### config.mk
export PLATFORM = sky130hd
export DESIGN_NAME = mem_arbiter_flat
export DESIGN_NICKNAME = d
export VERILOG_FILES = /design/src/rtl/mem_arbiter_pkg.sv /design/src/rtl/mem_arbiter_if.sv /design/src/rtl/mem_req_slot.sv /design/src/rtl/mem_arbiter.sv /design/src/flat_wrapper.sv
export SDC_FILE = /design/constraint.sdc
export NUM_CORES = 1
export LEC_CHECK = 0
export CORE_MARGIN = 2
export CORE_UTILIZATION = 53
export DETAILED_ROUTE_END_ITERATION = 7
export PLACE_DENSITY_LB_ADDON = 0.08
export SYNTH_ARGS = -nofsm -noshare
export SYNTH_HDL_FRONTEND = slang
export SYNTH_SLANG_ARGS = --single-unit
### constraint.sdc
create_clock -name clk -period 2.6 [get_ports clk]
set_input_delay 0.65 -clock clk [delete_from_list [all_inputs] [get_ports clk]]
set_output_delay 0.65 -clock clk [all_outputs]
set_load 0.02 [all_outputs]
### src/rtl/mem_arbiter_pkg.sv
// mem_arbiter_pkg: shared constants, size encodings and helpers for the
// memory arbiter slice.
package mem_arbiter_pkg;

  localparam int          DATA_WIDTH = 32;
  localparam logic [31:0] ZERO_DATA  = 32'h0000_0000;

  // LSB access size encodings; 2'b11 is illegal and handled as a word
  localparam logic [1:0] SIZE_BYTE = 2'b00;
  localparam logic [1:0] SIZE_HALF = 2'b01;
  localparam logic [1:0] SIZE_WORD = 2'b10;

  // addr[17:16] value that selects the memory-mapped IO region
  localparam logic [1:0] IO_ADDR_HI_DEFAULT = 2'b11;

  // Number of byte beats an access of the given size needs
  function automatic logic [2:0] size_to_len(input logic [1:0] size);
    case (size)
      SIZE_BYTE: return 3'd1;
      SIZE_HALF: return 3'd2;
      default:   return 3'd4;
    endcase
  endfunction

endpackage

### src/rtl/mem_arbiter_if.sv
// mem_arbiter_if: requester, ROB and RAM-port signals of the memory arbiter.
// The slave modport is the arbiter; master is its environment.
interface mem_arbiter_if;
  import mem_arbiter_pkg::*;

  logic                  in_fetcher_ce;
  logic [DATA_WIDTH-1:0] in_fetcher_pc;
  logic                  out_fetcher_ce;
  logic [DATA_WIDTH-1:0] out_fetcher_instr;

  logic                  in_lsb_ce;
  logic                  in_lsb_rw;
  logic [DATA_WIDTH-1:0] in_lsb_addr;
  logic [1:0]            in_lsb_size;
  logic [DATA_WIDTH-1:0] in_lsb_data;
  logic                  out_lsb_ce;
  logic [DATA_WIDTH-1:0] out_lsb_data;

  logic                  in_rob_misbranch;

  logic                  out_ram_rw;
  logic [DATA_WIDTH-1:0] out_ram_addr;
  logic [7:0]            out_ram_data;
  logic [7:0]            in_ram_data;
  logic                  in_io_buffer_full;

  modport slave (
    input  in_fetcher_ce, in_fetcher_pc,
    output out_fetcher_ce, out_fetcher_instr,
    input  in_lsb_ce, in_lsb_rw, in_lsb_addr, in_lsb_size, in_lsb_data,
    output out_lsb_ce, out_lsb_data,
    input  in_rob_misbranch,
    output out_ram_rw, out_ram_addr, out_ram_data,
    input  in_ram_data, in_io_buffer_full
  );

  modport master (
    output in_fetcher_ce, in_fetcher_pc,
    input  out_fetcher_ce, out_fetcher_instr,
    output in_lsb_ce, in_lsb_rw, in_lsb_addr, in_lsb_size, in_lsb_data,
    input  out_lsb_ce, out_lsb_data,
    output in_rob_misbranch,
    input  out_ram_rw, out_ram_addr, out_ram_data,
    output in_ram_data, in_io_buffer_full
  );

endinterface

### src/rtl/mem_req_slot.sv
// mem_req_slot: holds one latched request pulse until the arbiter grants it.
// A flush drops a held read and refuses a read arriving in the same cycle;
// writes survive a flush.
module mem_req_slot
  import mem_arbiter_pkg::*;
(
  input  logic                  clk,
  input  logic                  rst,
  input  logic                  en,
  input  logic                  set,
  input  logic                  clear,
  input  logic                  flush,
  input  logic                  set_rw,
  input  logic [DATA_WIDTH-1:0] set_addr,
  input  logic [1:0]            set_size,
  input  logic [DATA_WIDTH-1:0] set_data,
  output logic                  pending,
  output logic                  rw,
  output logic [DATA_WIDTH-1:0] addr,
  output logic [1:0]            size,
  output logic [DATA_WIDTH-1:0] data
);

  // Latch a new request (overwriting any held one), otherwise drop on grant or flush
  always_ff @(posedge clk) begin
    if (rst) begin
      pending <= 1'b0;
      rw      <= 1'b0;
      addr    <= ZERO_DATA;
      size    <= SIZE_BYTE;
      data    <= ZERO_DATA;
    end else if (en) begin
      if (set && !(flush && !set_rw)) begin
        pending <= 1'b1;
        rw      <= set_rw;
        addr    <= set_addr;
        size    <= set_size;
        data    <= set_data;
      end else if (clear || (flush && !rw)) begin
        pending <= 1'b0;
      end
    end
  end

endmodule

### src/rtl/mem_arbiter.sv
// mem_arbiter: grants the fetcher or the LSB access to the byte-wide RAM/IO
// port, splits accesses into byte beats and assembles little-endian reads.
// Optional macro MEM_ARB_ROUND_ROBIN_EN: alternate grants on contention
// instead of fixed LSB priority.
module mem_arbiter
  import mem_arbiter_pkg::*;
#(
  parameter logic [1:0] IO_ADDR_HI = IO_ADDR_HI_DEFAULT
) (
  input  logic          clk,
  input  logic          rst,
  input  logic          rdy,
  mem_arbiter_if.slave  bus
);

  typedef enum logic [1:0] {IDLE, READ, WRITE} state_t;

  state_t                state, state_d;
  logic                  src_lsb, src_lsb_d;
  logic [DATA_WIDTH-1:0] base, base_d;
  logic [2:0]            len, len_d;
  logic [DATA_WIDTH-1:0] wdata, wdata_d;
  logic [2:0]            cnt, cnt_d;
  logic [DATA_WIDTH-1:0] rbuf, rbuf_d;
  logic [1:0]            rd_idx;

  logic                  ram_rw_d;
  logic [DATA_WIDTH-1:0] ram_addr_d;
  logic [7:0]            ram_data_d;
  logic                  fetch_ce_d, lsb_ce_d;
  logic [DATA_WIDTH-1:0] fetch_instr_d, lsb_data_d;

  logic                  f_pending, f_rw, l_pending, l_rw;
  logic [DATA_WIDTH-1:0] f_addr, f_data, l_addr, l_data;
  logic [1:0]            f_size, l_size;
  logic                  f_req, l_req, sel_lsb, grant;
  logic                  sel_rw, grant_stall, cur_stall;
  logic [DATA_WIDTH-1:0] sel_addr, sel_data;
  logic [1:0]            sel_size;

  mem_req_slot u_fetch_slot (
    .clk(clk), .rst(rst), .en(rdy),
    .set(bus.in_fetcher_ce), .clear(grant && !sel_lsb), .flush(bus.in_rob_misbranch),
    .set_rw(1'b0), .set_addr(bus.in_fetcher_pc), .set_size(SIZE_WORD), .set_data(ZERO_DATA),
    .pending(f_pending), .rw(f_rw), .addr(f_addr), .size(f_size), .data(f_data)
  );

  mem_req_slot u_lsb_slot (
    .clk(clk), .rst(rst), .en(rdy),
    .set(bus.in_lsb_ce), .clear(grant && sel_lsb), .flush(bus.in_rob_misbranch),
    .set_rw(bus.in_lsb_rw), .set_addr(bus.in_lsb_addr), .set_size(bus.in_lsb_size),
    .set_data(bus.in_lsb_data),
    .pending(l_pending), .rw(l_rw), .addr(l_addr), .size(l_size), .data(l_data)
  );

  // A read is not granted on the very edge where a misbranch flushes it
  assign f_req = f_pending && !bus.in_rob_misbranch;
  assign l_req = l_pending && !(bus.in_rob_misbranch && !l_rw);

`ifdef MEM_ARB_ROUND_ROBIN_EN
  logic last_fetch;

  // Remember who was served last; starting at "fetch" lets the LSB win first
  always_ff @(posedge clk) begin
    if (rst)
      last_fetch <= 1'b1;
    else if (rdy && grant)
      last_fetch <= !sel_lsb;
  end

  assign sel_lsb = l_req && (!f_req || last_fetch);
`else
  assign sel_lsb = l_req;
`endif

  assign sel_rw      = sel_lsb ? l_rw   : f_rw;
  assign sel_addr    = sel_lsb ? l_addr : f_addr;
  assign sel_size    = sel_lsb ? l_size : f_size;
  assign sel_data    = sel_lsb ? l_data : f_data;
  assign grant_stall = (sel_addr[17:16] == IO_ADDR_HI) && bus.in_io_buffer_full;
  assign cur_stall   = (base[17:16] == IO_ADDR_HI) && bus.in_io_buffer_full;

  // Next-state and next registered outputs; cnt counts edges since grant in
  // READ and completed beats in WRITE
  always_comb begin
    state_d       = state;
    src_lsb_d     = src_lsb;
    base_d        = base;
    len_d         = len;
    wdata_d       = wdata;
    cnt_d         = cnt;
    rbuf_d        = rbuf;
    rd_idx        = cnt[1:0] - 2'd2;
    ram_rw_d      = 1'b0;
    ram_addr_d    = ZERO_DATA;
    ram_data_d    = 8'h00;
    fetch_ce_d    = 1'b0;
    fetch_instr_d = bus.out_fetcher_instr;
    lsb_ce_d      = 1'b0;
    lsb_data_d    = bus.out_lsb_data;
    grant         = 1'b0;
    case (state)
      IDLE: begin
        if (f_req || l_req) begin
          grant      = 1'b1;
          src_lsb_d  = sel_lsb;
          base_d     = sel_addr;
          len_d      = size_to_len(sel_size);
          wdata_d    = sel_data;
          rbuf_d     = ZERO_DATA;
          ram_addr_d = sel_addr;
          if (sel_rw) begin
            state_d = WRITE;
            if (grant_stall) begin
              cnt_d = 3'd0;
            end else begin
              ram_rw_d   = 1'b1;
              ram_data_d = sel_data[7:0];
              cnt_d      = 3'd1;
            end
          end else begin
            state_d = READ;
            cnt_d   = 3'd1;
          end
        end
      end
      READ: begin
        if (bus.in_rob_misbranch) begin
          state_d = IDLE;
        end else begin
          if (cnt < len)
            ram_addr_d = base + 32'(cnt);
          if (cnt >= 3'd2)
            rbuf_d[{rd_idx, 3'b000} +: 8] = bus.in_ram_data;
          if (cnt == len + 3'd1) begin
            state_d = IDLE;
            if (src_lsb) begin
              lsb_ce_d   = 1'b1;
              lsb_data_d = rbuf_d;
            end else begin
              fetch_ce_d    = 1'b1;
              fetch_instr_d = rbuf_d;
            end
          end else begin
            cnt_d = cnt + 3'd1;
          end
        end
      end
      WRITE: begin
        if (cnt == len) begin
          state_d  = IDLE;
          lsb_ce_d = 1'b1;
        end else begin
          ram_addr_d = base + 32'(cnt);
          if (!cur_stall) begin
            ram_rw_d   = 1'b1;
            ram_data_d = wdata[{cnt[1:0], 3'b000} +: 8];
            cnt_d      = cnt + 3'd1;
          end
        end
      end
      default: state_d = IDLE;
    endcase
  end

  // State, access context and all port outputs; everything holds while rdy is low
  always_ff @(posedge clk) begin
    if (rst) begin
      state                 <= IDLE;
      src_lsb               <= 1'b0;
      base                  <= ZERO_DATA;
      len                   <= 3'd0;
      wdata                 <= ZERO_DATA;
      cnt                   <= 3'd0;
      rbuf                  <= ZERO_DATA;
      bus.out_ram_rw        <= 1'b0;
      bus.out_ram_addr      <= ZERO_DATA;
      bus.out_ram_data      <= 8'h00;
      bus.out_fetcher_ce    <= 1'b0;
      bus.out_fetcher_instr <= ZERO_DATA;
      bus.out_lsb_ce        <= 1'b0;
      bus.out_lsb_data      <= ZERO_DATA;
    end else if (rdy) begin
      state                 <= state_d;
      src_lsb               <= src_lsb_d;
      base                  <= base_d;
      len                   <= len_d;
      wdata                 <= wdata_d;
      cnt                   <= cnt_d;
      rbuf                  <= rbuf_d;
      bus.out_ram_rw        <= ram_rw_d;
      bus.out_ram_addr      <= ram_addr_d;
      bus.out_ram_data      <= ram_data_d;
      bus.out_fetcher_ce    <= fetch_ce_d;
      bus.out_fetcher_instr <= fetch_instr_d;
      bus.out_lsb_ce        <= lsb_ce_d;
      bus.out_lsb_data      <= lsb_data_d;
    end
  end

endmodule

### src/flat_wrapper.sv
// flat-port wrapper written by rule: the top's interface ports become plain ports
module mem_arbiter_flat import mem_arbiter_pkg::*;
#(
  parameter logic [1:0] IO_ADDR_HI = IO_ADDR_HI_DEFAULT
)
  (clk, rst, rdy, bus_in_fetcher_ce, bus_in_fetcher_pc, bus_out_fetcher_ce, bus_out_fetcher_instr, bus_in_lsb_ce, bus_in_lsb_rw, bus_in_lsb_addr, bus_in_lsb_size, bus_in_lsb_data, bus_out_lsb_ce, bus_out_lsb_data, bus_in_rob_misbranch, bus_out_ram_rw, bus_out_ram_addr, bus_out_ram_data, bus_in_ram_data, bus_in_io_buffer_full);
  mem_arbiter_if bus_i ();
  input  logic clk;
  input  logic rst;
  input  logic rdy;
  input wire logic [$bits(bus_i.in_fetcher_ce)-1:0] bus_in_fetcher_ce;
  input wire logic [$bits(bus_i.in_fetcher_pc)-1:0] bus_in_fetcher_pc;
  output wire logic [$bits(bus_i.out_fetcher_ce)-1:0] bus_out_fetcher_ce;
  output wire logic [$bits(bus_i.out_fetcher_instr)-1:0] bus_out_fetcher_instr;
  input wire logic [$bits(bus_i.in_lsb_ce)-1:0] bus_in_lsb_ce;
  input wire logic [$bits(bus_i.in_lsb_rw)-1:0] bus_in_lsb_rw;
  input wire logic [$bits(bus_i.in_lsb_addr)-1:0] bus_in_lsb_addr;
  input wire logic [$bits(bus_i.in_lsb_size)-1:0] bus_in_lsb_size;
  input wire logic [$bits(bus_i.in_lsb_data)-1:0] bus_in_lsb_data;
  output wire logic [$bits(bus_i.out_lsb_ce)-1:0] bus_out_lsb_ce;
  output wire logic [$bits(bus_i.out_lsb_data)-1:0] bus_out_lsb_data;
  input wire logic [$bits(bus_i.in_rob_misbranch)-1:0] bus_in_rob_misbranch;
  output wire logic [$bits(bus_i.out_ram_rw)-1:0] bus_out_ram_rw;
  output wire logic [$bits(bus_i.out_ram_addr)-1:0] bus_out_ram_addr;
  output wire logic [$bits(bus_i.out_ram_data)-1:0] bus_out_ram_data;
  input wire logic [$bits(bus_i.in_ram_data)-1:0] bus_in_ram_data;
  input wire logic [$bits(bus_i.in_io_buffer_full)-1:0] bus_in_io_buffer_full;
  assign bus_i.in_fetcher_ce = bus_in_fetcher_ce;
  assign bus_i.in_fetcher_pc = bus_in_fetcher_pc;
  assign bus_out_fetcher_ce = bus_i.out_fetcher_ce;
  assign bus_out_fetcher_instr = bus_i.out_fetcher_instr;
  assign bus_i.in_lsb_ce = bus_in_lsb_ce;
  assign bus_i.in_lsb_rw = bus_in_lsb_rw;
  assign bus_i.in_lsb_addr = bus_in_lsb_addr;
  assign bus_i.in_lsb_size = bus_in_lsb_size;
  assign bus_i.in_lsb_data = bus_in_lsb_data;
  assign bus_out_lsb_ce = bus_i.out_lsb_ce;
  assign bus_out_lsb_data = bus_i.out_lsb_data;
  assign bus_i.in_rob_misbranch = bus_in_rob_misbranch;
  assign bus_out_ram_rw = bus_i.out_ram_rw;
  assign bus_out_ram_addr = bus_i.out_ram_addr;
  assign bus_out_ram_data = bus_i.out_ram_data;
  assign bus_i.in_ram_data = bus_in_ram_data;
  assign bus_i.in_io_buffer_full = bus_in_io_buffer_full;
  mem_arbiter #(.IO_ADDR_HI(IO_ADDR_HI)) u_core (.clk(clk), .rst(rst), .rdy(rdy), .bus(bus_i));
endmodule
# Yosys cells after proc, flatten, opt, wreduce, memory -nomap -nowiden

Index checks and enable logic that the tools add are counted.

Output and inout port bits: 107
Logic and storage cells: 139
Input bits: 114
Bits in registers: 314

Order comparisons: 2
Mux-type cells: 56
Bitwise logic cells: 2
Eq/ne operators: 14
Reductions and logical operators: 35
Add/sub/neg operators: 5
Shift operators: 3

Operators with widths:

| kind                   | count |
|---|---|
| $mux 32                | 9 |
| $pmux 32 s3            | 1 |
| $pmux 32 s2            | 1 |
| $mux 8                 | 5 |
| $add 32x3->32          | 1 |
| $bwmux 32              | 1 |
| $shift 8x7->32 const A | 1 |
| $shiftx 32x6->8        | 1 |
| $shiftx 8x7->32        | 1 |
| $mux 1                 | 22 |
| $pmux 8 s2             | 1 |
| $mux 3                 | 5 |
| $mux 2                 | 6 |
| $logic_and 1x1->1      | 10 |
| $reduce_and 5->1       | 2 |
| $pmux 3 s3             | 1 |
| $ne 2x2->1 const B     | 4 |
| $reduce_and 2->1       | 4 |
| $reduce_and 4->1       | 2 |
| $neg 5->7              | 1 |
| $reduce_and 7->1       | 1 |
| $add 3x1->3 const B    | 2 |
| $eq 2x2->1 const B     | 3 |
| $eq 3x3->1             | 2 |
| 16 further kinds       | 30 |

# Longest topological paths before layout

Gate-level depths: netlist (run 1).

Word-level depth: 11
Mapped depth: 9
Depth with buffers taken out: 7

# Hierarchy

From an unflattened synthesis (run 1), not the netlist that was laid out.

Cells, all modules: 1,762
Area total of the unflattened synthesis: 15,225.9 um^2

By module, submodules not included:

| module       | seq. area each (um^2) | area each (um^2) | cells an instance | times used |
|---|---|---|---|---|
| mem_arbiter  | 4,244.1               | 9,990.8          | 1,134             | 1 |
| mem_req_slot | 1,361.3               | 2,617.5          | 314               | 2 |

# Worst setup path after synthesis (run 1)

No wires, ideal clock.

Kind: flip-flop to flip-flop
Start point: reg u_core.cnt[1]
End point: reg u_core.bus.out_lsb_data[16]
Period minus slack after synthesis: 2.356 ns
Setup time: 0.081 ns
Slack: 0.244 ns
Stages on the path, launching flop included: 7
Path buffers: 1
Required time: 2.519 ns
Arrival: 2.275 ns
Cells stage by stage: dfxtp_1 clkbuf_1 inv_1 ha_1 nor3_1 a31oi_1 a211oi_2

Cells in the longest elaborated chain, start to end: 5
Elaborated cells on any way between the ends: 9
Classes of those cells: 2 x add/sub; 1 x order compare; 1 x eq/ne; 2 x shift; 2 x mux; 1 x reduce/logical

Ends and longest elaborated chain:

| what                                              | RTL line             | RTL |
|---|---|---|
| start: declaration                                | mem_arbiter.sv:23    | `logic [2:0] cnt, cnt_d;` |
| start signal: assignment                          | mem_arbiter.sv:189   | `cnt <= cnt_d;` |
| $sub 2x2->2                                       | mem_arbiter.sv:93    | `rd_idx = cnt[1:0] - 2'd2;` |
| $neg 5->7                                         | mem_arbiter.sv:134   | `rbuf_d[{rd_idx, 3'b000} +: 8] = bus.in_ram_data;` |
| $shiftx 8x7->32 or $shift 8x7->32 (tied branches) | mem_arbiter.sv:134   |  |
| $bwmux 32                                         | mem_arbiter.sv:134   |  |
| $mux 32                                           | mem_arbiter.sv:133   | `if (cnt >= 3'd2)` |
| end signal: assignment                            | mem_arbiter.sv:197   | `bus.out_lsb_data <= lsb_data_d;` |
| end: declaration                                  | mem_arbiter_if.sv:31 | `output out_lsb_ce, out_lsb_data,` |

Parallel ways exist; a longest one is shown, timed or not.
A chain may end at the register's enable or synchronous reset.

# Worst setup path after layout (run 1)

Start point: reg u_core.cnt[0]
End point: reg u_core.bus.out_lsb_data[29]

The elaborated chain is that of the path after synthesis.

==> flow_metrics.tcl, run 1 <==
set metrics [dict create \
    status "finished clean" \
    hold_viol 0 \
    max_freq_mhz 410 \
    pin_count 221 \
    tritoncts "built" \
    power.density_nw_per_um2 606 \
    hold_start "u_core.u_fetch_slot.addr[28]" \
    wl_per_cell_um 17.2 \
    cts_resized 0 \
    overflow 0 \
    final_common_cell "dfxtp_1" \
    ant_nets 0 \
    synthDistinctLibCells 58 \
    syn_area_per_cell_um2 8.80 \
    setup_viol 0 \
    gp_congestion 0.859 \
    start_util_pct 54.1 \
    synth_warnings 0 \
    fin_util_pct 69.8 \
    wirelength_um 34800 \
    drv_cap 0 \
    cp.required_ps 3080 \
    drt_iter0_markers 1001 \
    max_slew_margin_pct 20.6 \
    core_um2 24300 \
    skew_ps 11.0 \
    synth_area_um2 13200 \
    rsz0062_at_grt "false" \
    grt_pass1_vias 10700 \
    num_vias 11500 \
    placed_area_um2 15900 \
    yosysSeqAreaShare_pct 47.7 \
    hold_path.class "reg -> reg" \
    reg2regPathDepth 7 \
    synth_edf_count 0 \
    fin_total_pwr_uw 10300 \
    clockRootBuffer "clkbuf_16" \
    drtPass1Iterations 5 \
    area_growth_pct 28.9 \
    vdd_drop_max_mv 0.443 \
    antenna_found_initial 0 \
    grt_max_degree 112 \
    post-route-drc-count 0 \
    synthFlopType "dfxtp_1" \
    min_period_ps 2440 \
    whs_path_depth 2 \
    worstPathMaxFanout 22 \
    async_reset_ff_share_pct 0 \
    r2r_slack_ps 160 \
    fillers 1943 \
    worstSetupPathType "reg -> reg" \
    cp_data_arrival_time_ps 2910 \
    diodes 0 \
    drive_above_1_share_pct 9.50 \
    worst_skew_pair.late_latency_ps 560 \
    design_area_um2 17000 \
    synthCells 1496 \
    min_to "u_core.u_fetch_slot.addr[28]" \
    rows 57 \
    worst_pin_slew_ps 1190 \
    cts.sinks 314 \
    holdBufCountCts 0 \
    period_share_pct 93.8 \
    viasPerCell 5.68 \
    syn-num-nets 1629 \
    grt_usage_pct 26.0 \
    io_buffers 220 \
    worstSetupEndpointType "flip-flop" \
    dieArea_um2 26100 \
    cts_buffers 31 \
    final_cell_mix "dfxtp_1 (314), nand2_1 (243), clkdlybuf4s50_1 (218)" \
    grt_pass1_wl_um 56000 \
    r2r_end "u_core.bus.out_lsb_data[29]" \
    setup.worst_path.start_class "flip-flop" \
    p_leak_uw 0.00589 \
    die_y_um 162 \
    h-tree-depth 1 \
    fin_nets 1817 \
    place_hpwl_um 23500 \
    clockBufferDepth 3 \
    clkTransAtPathRegs_ps 60 \
    die_x_um 162 \
    ys_seq_elements 314 \
    r2r-start "u_core.cnt[0]" \
    slew_viol_final 0 \
    cts_setup_buffers 0 \
]
metal layers:
metal | vias up | GRT usage (%) | share of wire [%]
li1 | 5658 | - | -
met1 | 5457 | 38.0 | 47
met2 | 364 | 41.0 | 45
met3 | 55 | 3.60 | 6.2
met4 | 0 | 5.44 | 1.9
met5 | - | 0 | 0
synthesized netlist by cell type (4+ instances only):
| master | count | share of area [%] |
|---|---|---|
| dfxtp_1 | 314 | 48 |
| nand2_1 | 243 | 6.9 |
| nor2_1 | 172 | 4.9 |
| a21oi_1 | 127 | 4.8 |
| clkbuf_1 | 89 | 2.5 |
| a211oi_1 | 52 | 3.0 |
| nor2b_1 | 51 | 2.4 |
| a31oi_1 | 46 | 2.2 |
| o2bb2ai_1 | 37 | 2.5 |
| a22oi_1 | 36 | 2.1 |
| nand3_1 | 29 | 1.1 |
| a211oi_2 | 28 | 2.7 |
| xor2_1 | 24 | 1.6 |
| nor3_1 | 23 | 0.87 |
| mux2_2 | 21 | 1.8 |
| ha_1 | 18 | 1.7 |
| inv_1 | 18 | 0.51 |
| and3_1 | 13 | 0.62 |
| mux2i_1 | 13 | 0.99 |
| nand4_1 | 13 | 0.62 |
| o22ai_1 | 13 | 0.62 |
| buf_1 | 11 | 0.31 |
| a2bb2oi_1 | 10 | 0.67 |
| mux4_2 | 8 | 1.4 |
| buf_2 | 7 | 0.27 |
| nand2b_1 | 6 | 0.29 |
| o21ai_0 | 6 | 0.23 |
| o221ai_1 | 6 | 0.40 |
| xnor2_1 | 6 | 0.40 |
| a22o_1 | 5 | 0.33 |
| buf_4 | 5 | 0.29 |
| o32ai_1 | 5 | 0.33 |
| o31a_1 | 4 | 0.27 |
state kept, by name (all words and copies together) (netlist names), 32 cells and up:
register,cells
u_core.base,32
u_core.bus.out_fetcher_instr,32
u_core.bus.out_lsb_data,32
u_core.bus.out_ram_addr,32
u_core.rbuf,32
u_core.u_fetch_slot.addr,32
u_core.u_lsb_slot.addr,32
u_core.u_lsb_slot.data,32
u_core.wdata,32
layout make-up:
cell class / count / area [µm²] / share of cell area, %
multi-input combinational: 1048 / 6380 / 37.6
inverter: 19 / 71.3 / 0.420
sequential: 314 / 6290 / 37.0
timing repair buffer: 270 / 2800 / 16.5
clock buffer: 47 / 896 / 5.28
clock inverter: 8 / 140 / 0.825
tap: 324 / 405 / 2.39
worst max-delay path by stage:
stage | slack (ps) | start | to
after detailed placement | -320 | bus_in_rob_misbranch | u_core.bus.out_ram_addr[9]
after CTS | 140 | u_core.cnt[0] | u_core.bus.out_ram_addr[22]
after global placement | -170 | bus_in_rob_misbranch | u_core.bus.out_ram_addr[4]
final | 160 | u_core.cnt[0] | u_core.bus.out_lsb_data[29]
after floorplan | 240 | u_core.cnt[1] | u_core.bus.out_lsb_data[16]
after global routing | 10 | u_core.state[0] | u_core.bus.out_ram_addr[21]
power breakdown:
| part | switching, µW | total [µW] | internal, µW | leakage (µW) |
|---|---|---|---|---|
| registers | 66.5 | 4970 | 4900 | 0.00254 |
| clock network | 1830 | 4580 | 2750 | 0.000509 |
| logic | 394 | 733 | 339 | 0.00284 |
| total | 2290 | 10300 | 7990 | 0.00589 |
per-stage QoR:
stage	hold WS (ps)	setup WS [ps]	cells	TNS [ps]
after floorplan	425	244	1496	0
after global placement	436	-174	1975	-2190
after detailed placement	440	-324	1975	-4550
after CTS	454	140	2030	0
after global routing	467	11.5	2030	0
final	449	161	2030	0
kinds of logic after synthesis:
logic type	synth area share [%]
AND/OR/NAND/NOR	18.8
AO/OA/AOI/OAI	21.1
buffers and inverters	4.20
adder cells (fa/ha/maj)	1.86
multiplexers	4.15
XOR/XNOR	2.18
flip-flops	47.7
critical path, stage by stage, from the launching register on:
cell	delay, ps
dfxtp_1	420
inv_1	160
ha_1	360
or3_4	450
nor4_4	310
buf_4	350
nor2_1	100
a211oi_2	200
No activity file was read; power rests on OpenSTA's default activity.
==> run 2, diff against run 1 <==
Settings changed: CORE_MARGIN 2 to not set.
==> run 2 against run 1 <==
  * Utilization is 0.082 points higher
  * Sequential share of layout area barely moved
  * Worst setup slack worse by 70 ps
  * Clock power about the same
  * Via count decreased by 0.23%
  * Combinational power shrank 0.7%
  * Global-route usage grew 0.96 points
  * Routed wire length up 0.92%
  * Die area decreased by 2.5%
  * Fmax fell by 2.8%
  * Critical path depth fell by 1
==> flow_metrics.tcl, run 2 (same netlist as run 1, synthesis figures left out) <==
set metrics [dict create \
    num_vias 11500 \
    grt_pass1_wl_um 56500 \
    status "finished clean" \
    cts.sinks 314 \
    cp.required_ps 3030 \
    post-route-drc-count 0 \
    drive_above_1_share_pct 10.1 \
    period_share_pct 96.5 \
    slew_viol_final 0 \
    drv_cap 0 \
    h-tree-depth 1 \
    clockBufferDepth 3 \
    dieArea_um2 25500 \
    wl_per_cell_um 17.3 \
    pre_cts_slack_ps -312 \
    worstPathMaxFanout 11 \
    setup.worst_path.start_class "flip-flop" \
    overflow 0 \
    grt_max_degree 98 \
    power_switching_share_pct 22.6 \
    drt_iter0_markers 871 \
    ant_nets 0 \
    worst_slack_ps 91.2 \
    viasPerCell 5.65 \
    worstSetupPathType "reg -> reg" \
    hold_viol 0 \
    drtPass1Iterations 5 \
    slowest_delay_ps 840 \
    cp_data_arrival_time_ps 2940 \
    fillers 1933 \
    p_seq_share_pct 48.3 \
    path_cells "fa_1 -> a21oi_1 -> nor3_1 -> nand4_1 -> xor2_1 -> o221ai_1" \
    p_int_uw 7960 \
    max_freq_mhz 399 \
    setup_viol 0 \
    worst_pin_slew_ps 1030 \
    place_hpwl_um 23300 \
    cp_top_family "simple AND/OR/NAND/NOR gates" \
    diodes 0 \
    rows 57 \
    die_y_um 160 \
    min_period_ps 2510 \
    worstSetupEndpointType "flip-flop" \
    cts_buffers 31 \
    hold_path.class "reg -> reg" \
    pin_count 221 \
    antenna_found_initial 0 \
    clkTransAtPathRegs_ps 60 \
    p_sw_uw 2320 \
    wirelength_um 35200 \
    final_cell_mix "dfxtp_1 (313), nand2_1 (243), clkdlybuf4s50_1 (218)" \
    core_um2 24300 \
    p_leak_uw 0.00592 \
    final_common_cell "dfxtp_1" \
    power.density_nw_per_um2 605 \
    grt_pass1_vias 10700 \
    io_buffers 220 \
    skew_ps 6.88 \
    gp_congestion 0.844 \
    holdBufCountCts 0 \
    area_growth_pct 29.1 \
    power_frac_clock_pct 44.7 \
    fin_util_pct 69.9 \
    cpMaxStageDelayCell "nor3_1" \
    pwr-share-comb_pct 7.1 \
    vdd_drop_max_mv 0.505 \
    grt_usage_pct 26.9 \
    clockRootBuffer "clkbuf_16" \
    die_x_um 160 \
    worst_skew_pair.late_latency_ps 550 \
    start_util_pct 54.1 \
    max_slew_margin_pct 30.6 \
    crit_buf_inv 0 \
    tritoncts "built" \
    fin_nets 1822 \
    rsz0062_at_grt "false" \
]
[run 2: worst reg2reg max path: stages, from the launching register on]
cell and delay [ps]:
dfxtp_1 610, fa_1 300, a21oi_1 100, nor3_1 840
nand4_1 230, xor2_1 190, o221ai_1 130
[run 2: stage by stage]
stage	instances	setup TNS [ps]	hold WS [ps]	cell area, µm²	total power [µW]
after floorplan	1496	0	425	13200	5420
after global placement	1978	-1560	436	15900	5780
after detailed placement	1978	-5950	439	15900	5790
after CTS	2035	0	451	17000	10300
after global routing	2037	0	469	17000	10600
final	2037	0	450	17000	10300
[run 2: path summary, 6_finish.rpt]
check | startpoint | to | slack [ps] | cells after the start
worst max-delay path | u_core.cnt[1] | u_core.bus.out_ram_addr[18] | 90 | 6
worst min-delay path | u_core.u_fetch_slot.addr[24] | u_core.u_fetch_slot.addr[24] | 450 | 2
worst max register to register | u_core.cnt[1] | u_core.bus.out_ram_addr[18] | 90 | 6
worst min register to register | u_core.u_fetch_slot.addr[24] | u_core.u_fetch_slot.addr[24] | 450 | 2
[run 2: layout make-up]
type                       instances  area (µm²)  share of cell area, %
clock buffer                      44         875                   5.15
sequential                       314        6290                   37.0
tap                              324         405                   2.39
multi-input combinational       1048        6380                   37.5
timing repair buffer             275        2810                   16.5
clock inverter                    13         169                  0.994
inverter                          19        71.3                  0.420
[run 2: layer usage]
metal | up-vias | wire, µm | global-route usage [%]
met1 | 5386 | 16200 | 38.6
met3 | 53 | 2360 | 3.72
met4 | 0 | 778 | 6.95
met2 | 405 | 15800 | 42.5
li1 | 5664 | - | -
met5 | - | 0 | 0
[run 2: power groups by stage]
stage	registers, µW	clock network, µW	logic, µW
after floorplan	5050	0	364
final	4960	4590	728
after global routing	4970	4860	793
after global placement	5070	0	713
after CTS	4960	4640	726
after detailed placement	5070	0	721
[run 2: what timing repair did]
item / 4_1_cts / 5_1_grt
setup endpoints to repair: 0 / 45
setup buffers: 0 / 1
resized for setup: 0 / 3
==> run 3, diff against run 2 <==
Settings changed: ABC_AREA set to 1, CORE_UTILIZATION 53 to 54, CTS_CLUSTER_DIAMETER set to 50.
==> run 3 against run 2 <==
  * Die area rose by 5.5%
  * Global-route usage increased by 3.7 points
  * Utilization rose by 1.4 points
==> flow_metrics.tcl, run 3 <==
set metrics [dict create \
    drt_iter0_markers 1163 \
    wirelength_um 40900 \
    place_hpwl_um 28800 \
    p_leak_uw 0.00694 \
    worst_skew_pair.late_latency_ps 520 \
    worst_pin_slew_ps 1020 \
    antenna_found_initial 1 \
    setup_viol 0 \
    drive_above_1_share_pct 7.77 \
    die_y_um 164 \
    synth_area_um2 14200 \
    clockRootBuffer "clkbuf_16" \
    overflow 0 \
    gp_congestion 0.922 \
    cts_setup_buffers 0 \
    wl_per_cell_um 15.8 \
    cts.sinks 314 \
    cts_buffers 36 \
    ff_latch_area_um2 6290 \
    hold_viol 0 \
    final_common_cell "nand2_1" \
    viasPerCell 5.39 \
    min_period_ps 2370 \
    syn-num-nets 2166 \
    grt_usage_pct 30.6 \
    synthFlopType "dfxtp_1" \
    setup.worst_path.start_class "flip-flop" \
    async_reset_ff_share_pct 0 \
    ant_nets 0 \
    synthCells 2033 \
    fin_nets 2370 \
    die_x_um 164 \
    skew_ps 23.3 \
    topRoutingLayerUsed "met5" \
    grt_pass1_wl_um 65300 \
    pin_count 221 \
    met2WireLength_um 18300 \
    synth_top_area_share_pct 44.4 \
    wl_met3_um 2850 \
    num_vias 14000 \
    max_slew_margin_pct 32.0 \
    diodes 0 \
    drv_cap 0 \
    yosysSeqAreaShare_pct 44.4 \
    cts_resized 0 \
    yosys.area.top_type "dfxtp_1" \
    cp.required_ps 2970 \
    vdd_drop_max_mv 0.602 \
    max_freq_mhz 422 \
    worstPathMaxFanout 15 \
    h-tree-depth 2 \
    clkTransAtPathRegs_ps 60 \
    rows 58 \
    clockBufferDepth 3 \
    synthTopCellsByCount "nand2_1 (465), nor2_1 (359), dfxtp_1 (314)" \
    drtPass1Iterations 5 \
    cp_data_arrival_time_ps 2740 \
    tritoncts "built" \
    synth_edf_count 0 \
    final_cell_mix "nand2_1 (462), nor2_1 (358), dfxtp_1 (313)" \
    drt-met1-wl_um 18900 \
    post-route-drc-count 0 \
    synth_warnings 0 \
    hold_ws_ps 446 \
    period_share_pct 91.1 \
    power.density_nw_per_um2 628 \
    hold_path.class "reg -> reg" \
    io_buffers 220 \
    synthDistinctLibCells 39 \
    grt_pass1_vias 12800 \
    ys_seq_elements 314 \
    worstSetupPathType "reg -> reg" \
    status "finished clean" \
    holdBufCountCts 0 \
    syn_area_per_cell_um2 6.96 \
    fin_util_pct 71.3 \
    grt_max_degree 157 \
    dieArea_um2 26900 \
    start_util_pct 55.6 \
    worstSetupEndpointType "flip-flop" \
    synthMostInstantiatedCell "nand2_1" \
    fillers 2159 \
    synth_area_leaders "dfxtp_1 (44%), nand2_1 (12%), nor2_1 (9.5%)" \
    area_growth_pct 28.2 \
    multi_input_area_um2 6800 \
    slew_viol_final 0 \
    core_um2 25500 \
]
-- run 3: cell count changes in the layout (fill, tap and decap cells not counted), moves of 69 or more --
| cell | delta |
|---|---|
| a21oi_1 | +87 |
| nor2_1 | +188 |
| o21ai_0 | +188 |
| inv_1 | +102 |
| nand2_1 | +219 |
| nand3_1 | +69 |
-- run 3: worst max-delay path: stages, from the launching register on --
cell and delay, ps:
dfxtp_2 430, buf_4 240, ha_1 320, inv_1 150
nand2_2 170, nand2_1 310, nand2_1 150, o21a_1 190
nor2_1 70, a21oi_1 130, nor2_1 60
-- run 3: power breakdown --
group / leakage, µW / internal, µW / total [µW] / switching (µW)
Combinational: 0.00381 / 502 / 1260 / 753
Sequential: 0.00255 / 4960 / 5050 / 91.0
Clock: 0.000589 / 3070 / 5100 / 2040
-- run 3: cells by family (layout without fill, tap and decap cells) --
group           after synthesis  after routing  share of synthesized area, %
flops                       314            314                          44.4
buf+inv                     257            488                          7.80
fa+ha+maj                    19             19                          1.73
compound gates              473            473                          18.3
simple gates                962            962                          27.3
xor+xnor                      8              8                         0.495
-- run 3: final timing paths --
| check | slack, ps | cells past startpoint | start | end |
|---|---|---|---|---|
| max reg2reg | 230 | 10 | u_core.cnt[1] | u_core.bus.out_fetcher_instr[10] |
| min reg2reg | 450 | 2 | u_core.u_fetch_slot.addr[14] | u_core.u_fetch_slot.addr[14] |
| max | 230 | 10 | u_core.cnt[1] | u_core.bus.out_fetcher_instr[10] |
| min | 450 | 2 | u_core.u_fetch_slot.addr[14] | u_core.u_fetch_slot.addr[14] |
-- run 3: final cells by class --
cell class / count / share of cell area (%)
Clock buffer: 51 / 5.84
Inverter: 133 / 2.77
Sequential cell: 314 / 34.6
Multi-Input combinational cell: 1462 / 37.4
Timing Repair Buffer: 290 / 16.2
Clock inverter: 14 / 0.848
Tap cell: 330 / 2.27
-- run 3: through the flow --
stage | setup WS, ps | area (µm²) | TNS, ps | power [µW] | cells
6_report | 231 | 18200 | 0 | 11400 | 2594
5_1_grt | -10.4 | 18200 | -16.3 | 11800 | 2594
4_1_cts | 92.8 | 18100 | 0 | 11500 | 2594
3_5_place_dp | -91.7 | 16900 | -1710 | 6390 | 2529
3_3_place_gp | -42.2 | 16900 | -787 | 6360 | 2529
2_1_floorplan | 345 | 14200 | 0 | 5860 | 2033
-- run 3: layer usage --
metal,global-route usage (%),up-vias
met1,43.1,6417
met3,4.62,63
met4,9.01,2
li1,-,6983
met5,0,-
met2,48.2,520
